<file path="src/rtl/spi_master.sv">
// SPI master: single word per transfer, runtime CPOL/CPHA, clock divider and chip-select index.
// Optional LSB-first ordering is compiled in when SPI_MASTER_LSB_FIRST_EN is defined.
module spi_master #(
    parameter int DATA_W = 8,
    parameter int NCS    = 2,
    parameter int DIV_W  = 8,
    localparam int CS_W  = (NCS > 1) ? $clog2(NCS) : 1
) (
    input  logic              clk,
    input  logic              rst,
    input  logic              start_in,
    input  logic [DATA_W-1:0] data_in,
    input  logic [CS_W-1:0]   cs_sel_in,
    input  logic [DIV_W-1:0]  div_in,
    input  logic              cpol_in,
    input  logic              cpha_in,
`ifdef SPI_MASTER_LSB_FIRST_EN
    input  logic              lsb_first_in,
`endif
    input  logic              miso_in,
    output logic              busy_out,
    output logic              done_out,
    output logic [DATA_W-1:0] data_out,
    output logic              sclk_out,
    output logic              mosi_out,
    output logic [NCS-1:0]    cs_n_out
);

    localparam int TOG_W = $clog2(2 * DATA_W + 1);
    localparam logic [TOG_W-1:0] LAST_TOG = TOG_W'(2 * DATA_W - 1);

    localparam logic [1:0] IDLE  = 2'd0;
    localparam logic [1:0] SETUP = 2'd1;
    localparam logic [1:0] XFER  = 2'd2;
    localparam logic [1:0] HOLD  = 2'd3;

    logic [1:0]        r_state;
    logic [DIV_W-1:0]  r_hcnt;
    logic [DIV_W-1:0]  r_div;
    logic [TOG_W-1:0]  r_tog;
    logic [DATA_W-1:0] r_tx;
    logic [DATA_W-1:0] r_rx;
    logic [CS_W-1:0]   r_cs_sel;
    logic              r_cpol;
    logic              r_cpha;
    logic              r_lsb;
    logic              r_busy;
    logic              r_done;
    logic [DATA_W-1:0] r_data_out;
    logic              r_sclk;
    logic              r_mosi;

    logic              w_lsb_start;
    logic              w_hdone;
    logic              w_lead;
    logic              w_last;
    logic [DATA_W-1:0] w_rx_next;
    logic [DATA_W-1:0] w_tx_next;

`ifdef SPI_MASTER_LSB_FIRST_EN
    assign w_lsb_start = lsb_first_in;
`else
    assign w_lsb_start = 1'b0;
`endif

    function automatic logic head_bit(input logic [DATA_W-1:0] v, input logic lsb);
        return lsb ? v[0] : v[DATA_W-1];
    endfunction

    function automatic logic [DATA_W-1:0] shift_tx(input logic [DATA_W-1:0] v, input logic lsb);
        return lsb ? {1'b0, v[DATA_W-1:1]} : {v[DATA_W-2:0], 1'b0};
    endfunction

    function automatic logic [DATA_W-1:0] shift_rx(input logic [DATA_W-1:0] v, input logic b,
                                                   input logic lsb);
        return lsb ? {b, v[DATA_W-1:1]} : {v[DATA_W-2:0], b};
    endfunction

    // An out-of-range index leaves every line deasserted.
    function automatic logic [NCS-1:0] cs_decode(input logic [CS_W-1:0] sel);
        logic [NCS-1:0] v;
        v = '1;
        for (int i = 0; i < NCS; i++) begin
            if (int'(sel) == i) v[i] = 1'b0;
        end
        return v;
    endfunction

    assign w_hdone   = (r_hcnt == r_div);
    assign w_lead    = ~r_tog[0];
    assign w_last    = (r_tog == LAST_TOG);
    assign w_rx_next = shift_rx(r_rx, miso_in, r_lsb);
    assign w_tx_next = shift_tx(r_tx, r_lsb);

    always_ff @(posedge clk or posedge rst) begin
        if (rst) begin
            r_state    <= IDLE;
            r_hcnt     <= '0;
            r_div      <= '0;
            r_tog      <= '0;
            r_tx       <= '0;
            r_rx       <= '0;
            r_cs_sel   <= '0;
            r_cpol     <= 1'b0;
            r_cpha     <= 1'b0;
            r_lsb      <= 1'b0;
            r_busy     <= 1'b0;
            r_done     <= 1'b0;
            r_data_out <= '0;
            r_sclk     <= 1'b0;
            r_mosi     <= 1'b0;
        end else begin
            r_done <= 1'b0;
            if (r_state != IDLE) begin
                r_hcnt <= w_hdone ? '0 : r_hcnt + DIV_W'(1);
            end
            case (r_state)
                IDLE: begin
                    if (start_in) begin
                        r_state  <= SETUP;
                        r_busy   <= 1'b1;
                        r_tx     <= data_in;
                        r_rx     <= '0;
                        r_cs_sel <= cs_sel_in;
                        r_div    <= div_in;
                        r_cpol   <= cpol_in;
                        r_cpha   <= cpha_in;
                        r_lsb    <= w_lsb_start;
                        r_sclk   <= cpol_in;
                        r_hcnt   <= '0;
                        r_tog    <= '0;
                        // CPHA=0 presents the first bit before any clock edge.
                        if (!cpha_in) r_mosi <= head_bit(data_in, w_lsb_start);
                    end
                end
                SETUP: begin
                    if (w_hdone) r_state <= XFER;
                end
                XFER: begin
                    if (w_hdone) begin
                        r_sclk <= ~r_sclk;
                        r_tog  <= r_tog + TOG_W'(1);
                        if (w_lead) begin
                            if (!r_cpha) begin
                                r_rx <= w_rx_next;
                            end else begin
                                r_mosi <= head_bit(r_tx, r_lsb);
                                r_tx   <= w_tx_next;
                            end
                        end else begin
                            if (r_cpha) begin
                                r_rx <= w_rx_next;
                            end else if (!w_last) begin
                                r_mosi <= head_bit(w_tx_next, r_lsb);
                                r_tx   <= w_tx_next;
                            end
                        end
                        // CPHA=1 takes its final sample on this same edge.
                        if (w_last) begin
                            r_state    <= HOLD;
                            r_data_out <= r_cpha ? w_rx_next : r_rx;
                        end
                    end
                end
                HOLD: begin
                    if (w_hdone) begin
                        r_state <= IDLE;
                        r_busy  <= 1'b0;
                        r_done  <= 1'b1;
                    end
                end
                default: r_state <= IDLE;
            endcase
        end
    end

    assign busy_out = r_busy;
    assign done_out = r_done;
    assign data_out = r_data_out;
    assign sclk_out = r_sclk;
    assign mosi_out = r_mosi;
    assign cs_n_out = r_busy ? cs_decode(r_cs_sel) : {NCS{1'b1}};

endmodule

</file>
<file path="config.mk">
export PLATFORM = sky130hd
export DESIGN_NAME = spi_master
export DESIGN_NICKNAME = d
export VERILOG_FILES = /design/src/rtl/spi_master.sv
export SDC_FILE = /design/constraint.sdc
export NUM_CORES = 1
export LEC_CHECK = 0
export ABC_AREA = 0
export CORE_MARGIN = 2
export CORE_UTILIZATION = 49
export DETAILED_ROUTE_END_ITERATION = 16
export GPL_TIMING_DRIVEN = 0
export PLACE_DENSITY = 0.75
export SKIP_CTS_REPAIR_TIMING = 1
export SLEW_MARGIN = 40
export SYNTH_ARGS = -nofsm -noshare
export SYNTH_HDL_FRONTEND = slang
export SYNTH_SLANG_ARGS = --single-unit
</file>
<file path="constraint.sdc">
create_clock -name clk -period 2.2 [get_ports clk]
set_clock_uncertainty 0.2 [all_clocks]
set_input_delay 0.44 -clock clk [delete_from_list [all_inputs] [get_ports clk]]
set_output_delay 0.44 -clock clk [all_outputs]
set_load 0.02 [all_outputs]
</file>
# Word-level counts from Yosys, hierarchy flattened
# Index checks and enable logic that the tools add are counted.
[totals]
reg_bits = 53
output_inout_bits = 14
input_bits = 23
word_cells = 88
[op_classes]
n_eq_ne = 15
add_sub_neg = 2
n_mux = 45
bitwise_logic = 1
n_reduce_logical = 12
[ops]
columns = ["cell", "count"]
rows = [
  ["$mux W8", 15],
  ["$pmux W8 S2", 2],
  ["$mux W1", 15],
  ["$mux W2", 6],
  ["$ne A2 B2 Y1 const B", 6],
  ["$ne A3 B3 Y1 const B", 4],
  ["$mux W5", 2],
  ["$pmux W5 S2", 1],
  ["$reduce_and A3 Y1", 3],
  ["$add A8 B1 Y8 const B", 1],
  ["$eq A8 B8 Y1", 1],
  ["$pmux W2 S4", 1],
  ["$reduce_and A7 Y1", 1],
  ["$pmux W1 S2", 3],
  ["$reduce_and A6 Y1", 1],
  ["$reduce_bool A2 Y1", 3],
  ["$add A5 B1 Y5 const B", 1],
  ["$eq A5 B4 Y1 const B", 1],
  ["$reduce_and A5 Y1", 1],
  ["$eq A2 B2 Y1 const B", 2],
  ["$reduce_and A4 Y1", 1],
  ["$eq A2 B1 Y1 const B", 1],
  ["$logic_not A2 Y1", 1],
  ["$reduce_and A2 Y1", 1],
  ["$not A1 Y1", 1],
]

# Longest topological paths before layout
# Gate-level depths: netlist of the first run.
[depth]
word_depth = 6
depth_mapped = 9
mapped_depth_nobuf = 8

# Worst setup path before layout of the first run
# No wires, ideal clock.
[synth_timing]
path_type = "reg-to-reg"
start = "register r_state[0]"
end = "register r_mosi (netlist: mosi_out)"
path_stages_with_launch = 9
setup_slack_ns = -0.007
arrival_ns = 1.882
setup_ns = 0.125
cell_sequence = "dfrtp_1 inv_1 ha_1 clkbuf_1 nand2b_1 o21ai_0 a211oi_1 a21boi_0 mux2_2"
[synth_between]
elab_chain_cells = 3
word_cells_on_any_way = 11
[synth_rtl]
columns = ["element", "line_no", "rtl"]
rows = [
  ["start, declared", "37", "logic [1:0] r_state;"],
  ["start signal, assigned", "97", "r_state <= IDLE;"],
  ["start signal, assigned", "120", "r_state <= SETUP;"],
  ["start signal, assigned", "137", "if (w_hdone) r_state <= XFER;"],
  ["$eq A2 B2 Y1 or $logic_not A2 Y1 (tied branches)", "117", "case (r_state)"],
  ["$ne A3 B3 Y1 (no line) (tied with other cells)", "-", ""],
  ["$reduce_and A7 Y1 (no line)", "-", ""],
  ["end signal, assigned", "133", "if (!cpha_in) r_mosi <= head_bit(data_in, w_lsb_start);"],
  ["end signal, assigned", "147", "r_mosi <= head_bit(r_tx, r_lsb);"],
  ["end signal, assigned", "154", "r_mosi <= head_bit(w_tx_next, r_lsb);"],
  ["end, declared", "51", "logic r_mosi;"],
]
# Several ways; a longest one is shown, not always the timed one.
# A chain may end at the register's enable or synchronous reset.

# Worst setup path after layout of the first run
[layout_timing]
start = "register r_div[6]"
end = "register r_tx[6]"
[layout_between]
elab_chain_cells = 3
[layout_rtl]
columns = ["element", "line_no", "rtl"]
rows = [
  ["start, declared", "39", "logic [DIV_W-1:0] r_div;"],
  ["start signal, assigned", "125", "r_div <= div_in;"],
  ["$eq A8 B8 Y1", "89", "assign w_hdone = (r_hcnt == r_div);"],
  ["$ne A2 B2 Y1 (no line)", "-", ""],
  ["$reduce_and A6 Y1 (no line)", "-", ""],
  ["end signal, assigned", "122", "r_tx <= data_in;"],
  ["end signal, assigned", "148", "r_tx <= w_tx_next;"],
  ["end signal, assigned", "155", "r_tx <= w_tx_next;"],
  ["end, declared", "41", "logic [DATA_W-1:0] r_tx;"],
]
# Every way passes these cells.

==> results of run 1 <==
==> logic make-up after synthesis <==
| group | after synthesis |
|---|---|
| AOI/OAI and AO/OA | 50 |
| and+or+nand+nor | 66 |
| adders and majority gates | 7 |
| DFF | 53 |
| xor gates and xnor gates | 14 |
| buffers and inverters | 25 |
| muxes | 46 |
==> sequential cells by signal, indices dropped and copies added, names as in the netlist, 2 cells and up <==
name,cells
data_out,8
r_div,8
r_hcnt,8
r_rx,8
r_state,2
r_tog,5
r_tx,8
==> layout by cell type, fill, tap and decap left out, drive strengths merged, types with 2 or more instances in the layout <==
master	n
xnor2	11
o32ai	7
nor2b	3
o211ai	3
nand3	7
xor2	3
o21bai	2
a211oi	3
nand2	28
nand2b	3
buf	21
and3	4
o21ai	16
a2bb2oi	6
clkdlybuf4s50	35
nor3	7
mux2	42
a22oi	2
mux2i	4
ha	7
clkinv	2
a21oi	4
or2	2
nor2	5
inv	10
nand4	2
clkbuf	16
dfrtp	53
==> final cells by class <==
class | count | area share (%)
buffer | 13 | 2.06
clock buffer | 6 | 1.96
timing repair buffer | 54 | 14.3
multi-input combinational | 183 | 41.8
tap | 72 | 2.43
inverter | 11 | 1.28
sequential | 53 | 35.8
clock inverter | 2 | 0.270
==> power by group through the flow <==
stage	combinational (W)	sequential [W]	clock (W)
detailed placement	0.00186	0.00159	0
global route	0.00248	0.00162	0.000594
floorplan	0.00141	0.00154	0
CTS	0.00186	0.00157	0.000555
finish	0.00228	0.00158	0.000543
global placement	0.00180	0.00157	0
==> metrics by stage <==
stage	area (um^2)	setup TNS [ns]	hold WS, ns
5_1_grt	3710	-1.83	0.264
4_1_cts	3400	-11.43	0.238
3_3_place_gp	3300	-51.80	0.286
2_1_floorplan	2850	0	0.275
3_5_place_dp	3320	-13.01	0.290
6_report	3710	-0.367	0.229
==> worst max-delay path: stages, from the launching register on <==
cell,delay [ns]
dfrtp_1,0.42
xnor2_2,0.19
nand4_1,0.12
buf_6,0.15
or2_1,0.21
buf_6,0.14
a211oi_4,0.21
buf_6,0.19
mux2_4,0.31
==> metal layers <==
metal  global-route usage, %  part of all wire [%]  vias to the layer above
met5                       0                     0                        -
met4                    8.14                   1.8                        0
met3                    3.15                   4.7                       11
met2                    31.5                    50                       63
met1                    25.7                    44                     1117
li1                        -                     -                     1052
==> path summary, 6_finish.rpt <==
check / start / endpoint / slack, ns / cells after the start
max in group asynchronous: rst / r_tog[4]$_DFFE_PP0P_ / 1.12 / 3
max reg2reg: r_div[6]$_DFFE_PP0P_ / r_tx[6]$_DFFE_PP0P_ / -0.05 / 8
max: r_div[6]$_DFFE_PP0P_ / r_tx[6]$_DFFE_PP0P_ / -0.05 / 8
min reg2reg: r_tx[1]$_DFFE_PP0P_ / r_tx[1]$_DFFE_PP0P_ / 0.31 / 1
min: rst / r_tx[2]$_DFFE_PP0P_ / 0.23 / 2
min in group clk: r_tx[1]$_DFFE_PP0P_ / r_tx[1]$_DFFE_PP0P_ / 0.31 / 1
==> metrics.cfg, run 1 <==
[sta]
slew_violations = 0
max_slew.worst_pin.slew_ns = 0.441
relSlewSlack_pct = 70.6
setup_viol = 8
hold_viol_final = 0
fmax_mhz = 444
period_needed_ns = 2.25
fin_ws_ns = -0.0520
rsz0062_at_grt = true
timing.final.crit_share_pct = 102

[cells_and_area]
drive_above_1_share_pct = 30.7
fin_util_pct = 66.9
regArea_um2 = 1330
diodes = 0
final_cells = 394
area_growth_syn_to_layout_pct = 30.4
multi_input_area_um2 = 1550
final_nets = 351
num-fill-cells = 439

[global_route]
grt_overflow_total = 0
antenna_found_initial = 0
grt_pass1_wl_um = 9540
grt_pass1_vias = 2019
grt_use_total_pct = 19.4
grt_max_degree = 31

[pwr]
power_density_nw_per_um2 = 1190
ir_worst_vdd_v = 0.000663
p_leak_nw = 1.60
clkPwrFrac_pct = 12.4
switching_share_pct = 37.7
p_comb_share_pct = 51.8
p_switching_w = 0.00166
power_frac_seq_pct = 35.8
p_total_w = 0.00440
p_int_w = 0.00274

[detailed_routing]
ant_nets = 0
drt-initial-drc-count = 158
avgViaCountPerCell = 5.69
drc = 0
vias = 2243
dr.pass1.iters = 4
post_drt_wl_per_cell_um = 15.7
drt_wl_total_um = 6190

[logic_synthesis]
synth-seq-area-share_pct = 46.7
synth-seq-cells = 53
yosys.area.top_type_share_pct = 46.7
muxShareOfSynthArea_pct = 18.0
synthTopCellsByArea = dfrtp_1 47%, mux2_2 17%, nand2_1 3.7%
netlist_area_um2 = 2840
yosys_warnings = 0
synthSimpleGateAreaFrac_pct = 11.7
synth_edf_count = 0
synth_xor_area_share_pct = 4.31
async_flop_share_pct = 100
synth-compound-area-share_pct = 12.6
synth_top_family_by_area = multiplexers
syn-num-nets = 291
synth.distinct_cells = 44
synth_common_cells = 53 x dfrtp_1, 42 x mux2_2, 28 x nand2_1, 16 x o21ai_0
yosysMostFrequentCell = dfrtp_1
yosys.area.top_type = dfrtp_1
syn_avg_cell_area_um2 = 10.9
syn_inst = 261
synth-main-ff-cell = dfrtp_1
synthAdderAreaFrac_pct = 3.08

[place]
dp_slack_ns = -0.492
io_buffer_count = 36
gp_routability_congestion = 0.826
dp.cells = 370
dp_hpwl_um = 4040

[floorplan]
ioPinCount = 37
rows = 27
die_w_um = 80.2
initial_core_util_pct = 51.3
die_h_um = 80.2
fp.dieArea_um2 = 6430
core_area_um2 = 5540

[critical_path]
worstPathMaxFanout = 8
critical_path_class = reg2reg
worstSetupEndpointType = register
cp.required_ns = 2.20
cp_data_arrival_time_ns = 2.25
start_kind = register

[flow_run]
max_cap_viol_count = 0

[clock_tree]
cts_sinks = 53
path_clk_slew_ns = 0.09
cts_tree = built
numCtsBuffers = 5
cts_root_buf = clkbuf_8
htreeDepth = 2
clock_latency_ns = 0.31
clockBufferDepth = 2

[min_path]
hold_class = in2async

[status]
violations = setup timing
status = finished, violations left

(Power assumes the default switching activity.)
==> inputs of run 2 (changes only) <==
- SETUP_SLACK_MARGIN: default -> 0.4
==> metrics.cfg, run 2 (synthesis gave the netlist of run 1 again) <==
[status]
status = finished, violations left  ; unchanged
violations = setup timing  ; unchanged

[global_route]
grt_pass1_wl_um = 10100  ; was 9540 um
grt_overflow_total = 0  ; unchanged
grt_max_degree = 24  ; was 31
grt_use_total_pct = 20.0  ; was 19.4%
grt_pass1_vias = 2190  ; was 2,019
antenna_found_initial = 0  ; unchanged

[critical_path]
critical_path_class = reg2reg  ; unchanged
cp_data_arrival_time_ns = 2.40  ; was 2.25 ns
start_kind = register  ; unchanged
cp.required_ns = 2.20  ; about the same
worstSetupEndpointType = register  ; unchanged
worstPathMaxFanout = 4  ; was 8

[detailed_routing]
drc = 0  ; unchanged
ant_nets = 0  ; unchanged
drt-initial-drc-count = 124  ; was 158
vias = 2349  ; was 2,243
dr.pass1.iters = 4  ; unchanged
drt_wl_total_um = 7070  ; was 6190 um
post_drt_wl_per_cell_um = 17.6  ; was 15.7 um
avgViaCountPerCell = 5.84  ; was 5.69

[sta]
fmax_mhz = 416  ; was 444 MHz
hold_viol_final = 0  ; unchanged
rsz0062_at_grt = true  ; unchanged
period_needed_ns = 2.40  ; was 2.25 ns
setup_viol = 18  ; was 8
max_slew.worst_pin.slew_ns = 0.423  ; was 0.441 ns
slew_violations = 0  ; unchanged
timing.final.crit_share_pct = 109  ; was 102%
fin_ws_ns = -0.204  ; was -0.0520 ns
relSlewSlack_pct = 71.8  ; was 70.6%

[cells_and_area]
final_common_cell = dfrtp_1  ; unchanged
fin_area_um2 = 4080  ; was 3710 um^2
area_growth_syn_to_layout_pct = 43.5  ; was 30.4%
most-common-layout-cells = 47 x dfrtp_1, 27 x nand2_1, 26 x mux2_2  ; was 51 x dfrtp_1, 35 x clkdlybuf4s50_1, 28 x nand2_1
diodes = 0  ; unchanged
final_nets = 359  ; was 351
drive_above_1_share_pct = 39.4  ; was 30.7%
final_cells = 402  ; was 394

[clock_tree]
cts_sinks = 53  ; unchanged
clock_latency_ns = 0.31  ; about the same
cts_root_buf = clkbuf_8  ; unchanged
path_clk_slew_ns = 0.10  ; was 0.09 ns
clockBufferDepth = 2  ; unchanged
numCtsBuffers = 5  ; unchanged
htreeDepth = 2  ; unchanged
cts_tree = built  ; unchanged

[place]
gp_routability_congestion = 0.810  ; was 0.826
io_buffer_count = 36  ; unchanged
dp_hpwl_um = 4390  ; was 4040 um
placed_area_um2 = 3400  ; was 3320 um^2
dp.cells = 371  ; was 370

[floorplan]
initial_core_util_pct = 51.3  ; unchanged
fp.dieArea_um2 = 6430  ; unchanged
die_w_um = 80.2  ; unchanged
rows = 27  ; unchanged
die_h_um = 80.2  ; unchanged
ioPinCount = 37  ; unchanged
core_area_um2 = 5540  ; unchanged

[pwr]
p_leak_nw = 1.91  ; was 1.60 nW
p_switching_w = 0.00188  ; was 0.00166 W
power_frac_seq_pct = 31.8  ; was 35.8%
p_total_w = 0.00504  ; was 0.00440 W
switching_share_pct = 37.2  ; was 37.7%
ir_worst_vdd_v = 0.000730  ; was 0.000663 V
p_int_w = 0.00317  ; was 0.00274 W
power_density_nw_per_um2 = 1240  ; was 1190 nW/um^2
p_comb_share_pct = 54.4  ; was 51.8%
clkPwrFrac_pct = 13.8  ; was 12.4%

[flow_run]
max_cap_viol_count = 0  ; unchanged

[min_path]
hold_class = in2async  ; unchanged

==> run 2: cell count changes in the layout (fill, tap and decap cells not counted), sizes merged, moves of 2 or more <==
cell           previous run  this run
clkinv                    2         0
dlymetal6s2s              1        14
clkdlybuf4s50            35        22
clkbuf                   16        11
buf                      21        35
==> run 2: cell type report <==
type	instances	area [um^2]
tap	72	90.1
sequential	53	1330
multi-input combinational	183	1680
fill	367	1460
timing repair buffer	61	669
clock buffer	7	86.3
buffer	14	138
inverter	11	48.8
clock inverter	1	30.0
==> run 2: worst paths after layout <==
path                                               from                       to  slack (ns)  cells past startpoint
worst min-delay path                                rst  data_out[0]$_DFFE_PP0P_        0.23                      2
worst max-delay path               r_tog[1]$_DFFE_PP0P_     mosi_out$_DFFE_PP0P_       -0.20                      8
worst min register to register  data_out[6]$_DFFE_PP0P_  data_out[6]$_DFFE_PP0P_        0.31                      1
max in group asynchronous                           rst   r_state[1]$_DFFE_PP0P_        0.98                      4
min in group clk                data_out[6]$_DFFE_PP0P_  data_out[6]$_DFFE_PP0P_        0.31                      1
worst max register to register     r_tog[1]$_DFFE_PP0P_     mosi_out$_DFFE_PP0P_       -0.20                      8
==> run 2: through the flow <==
| stage | hold slack (ns) | utilization (%) | worst slack, ns | TNS [ns] |
|---|---|---|---|---|
| global route | 0.249 | 73.6 | -0.268 | -3.59 |
| floorplan | 0.275 | - | 0.0431 | 0 |
| detailed placement | 0.290 | 61.3 | -0.418 | -8.03 |
| finish | 0.226 | 73.6 | -0.204 | -1.90 |
| CTS | 0.241 | 63.4 | -0.319 | -6.39 |
| global placement | 0.285 | 60.3 | -0.398 | -6.94 |
==> run 2: metal layers <==
layer / GRT usage (%) / vias up / share of wire [%]
met3: 3.71 / 13 / 5.6
met4: 7.12 / 0 / 2.1
met1: 26.4 / 1174 / 43
met2: 33.0 / 88 / 49
li1: - / 1074 / -
met5: 0 / - / 0
==> run 2: worst max-delay path, stage by stage, from the launching register on <==
cell	delay, ns
dfrtp_1	0.44
ha_2	0.21
and3_1	0.20
ha_1	0.22
inv_2	0.11
a211oi_4	0.08
a211oi_1	0.21
a21boi_1	0.25
mux2_2	0.36
==> run 2: power by group through the flow <==
| stage | clock network (W) | logic, W | registers, W |
|---|---|---|---|
| CTS | 0.000701 | 0.00193 | 0.00158 |
| global route | 0.000730 | 0.00294 | 0.00165 |
| finish | 0.000695 | 0.00275 | 0.00160 |
| global placement | 0 | 0.00186 | 0.00158 |
| detailed placement | 0 | 0.00192 | 0.00160 |
| floorplan | 0 | 0.00148 | 0.00154 |
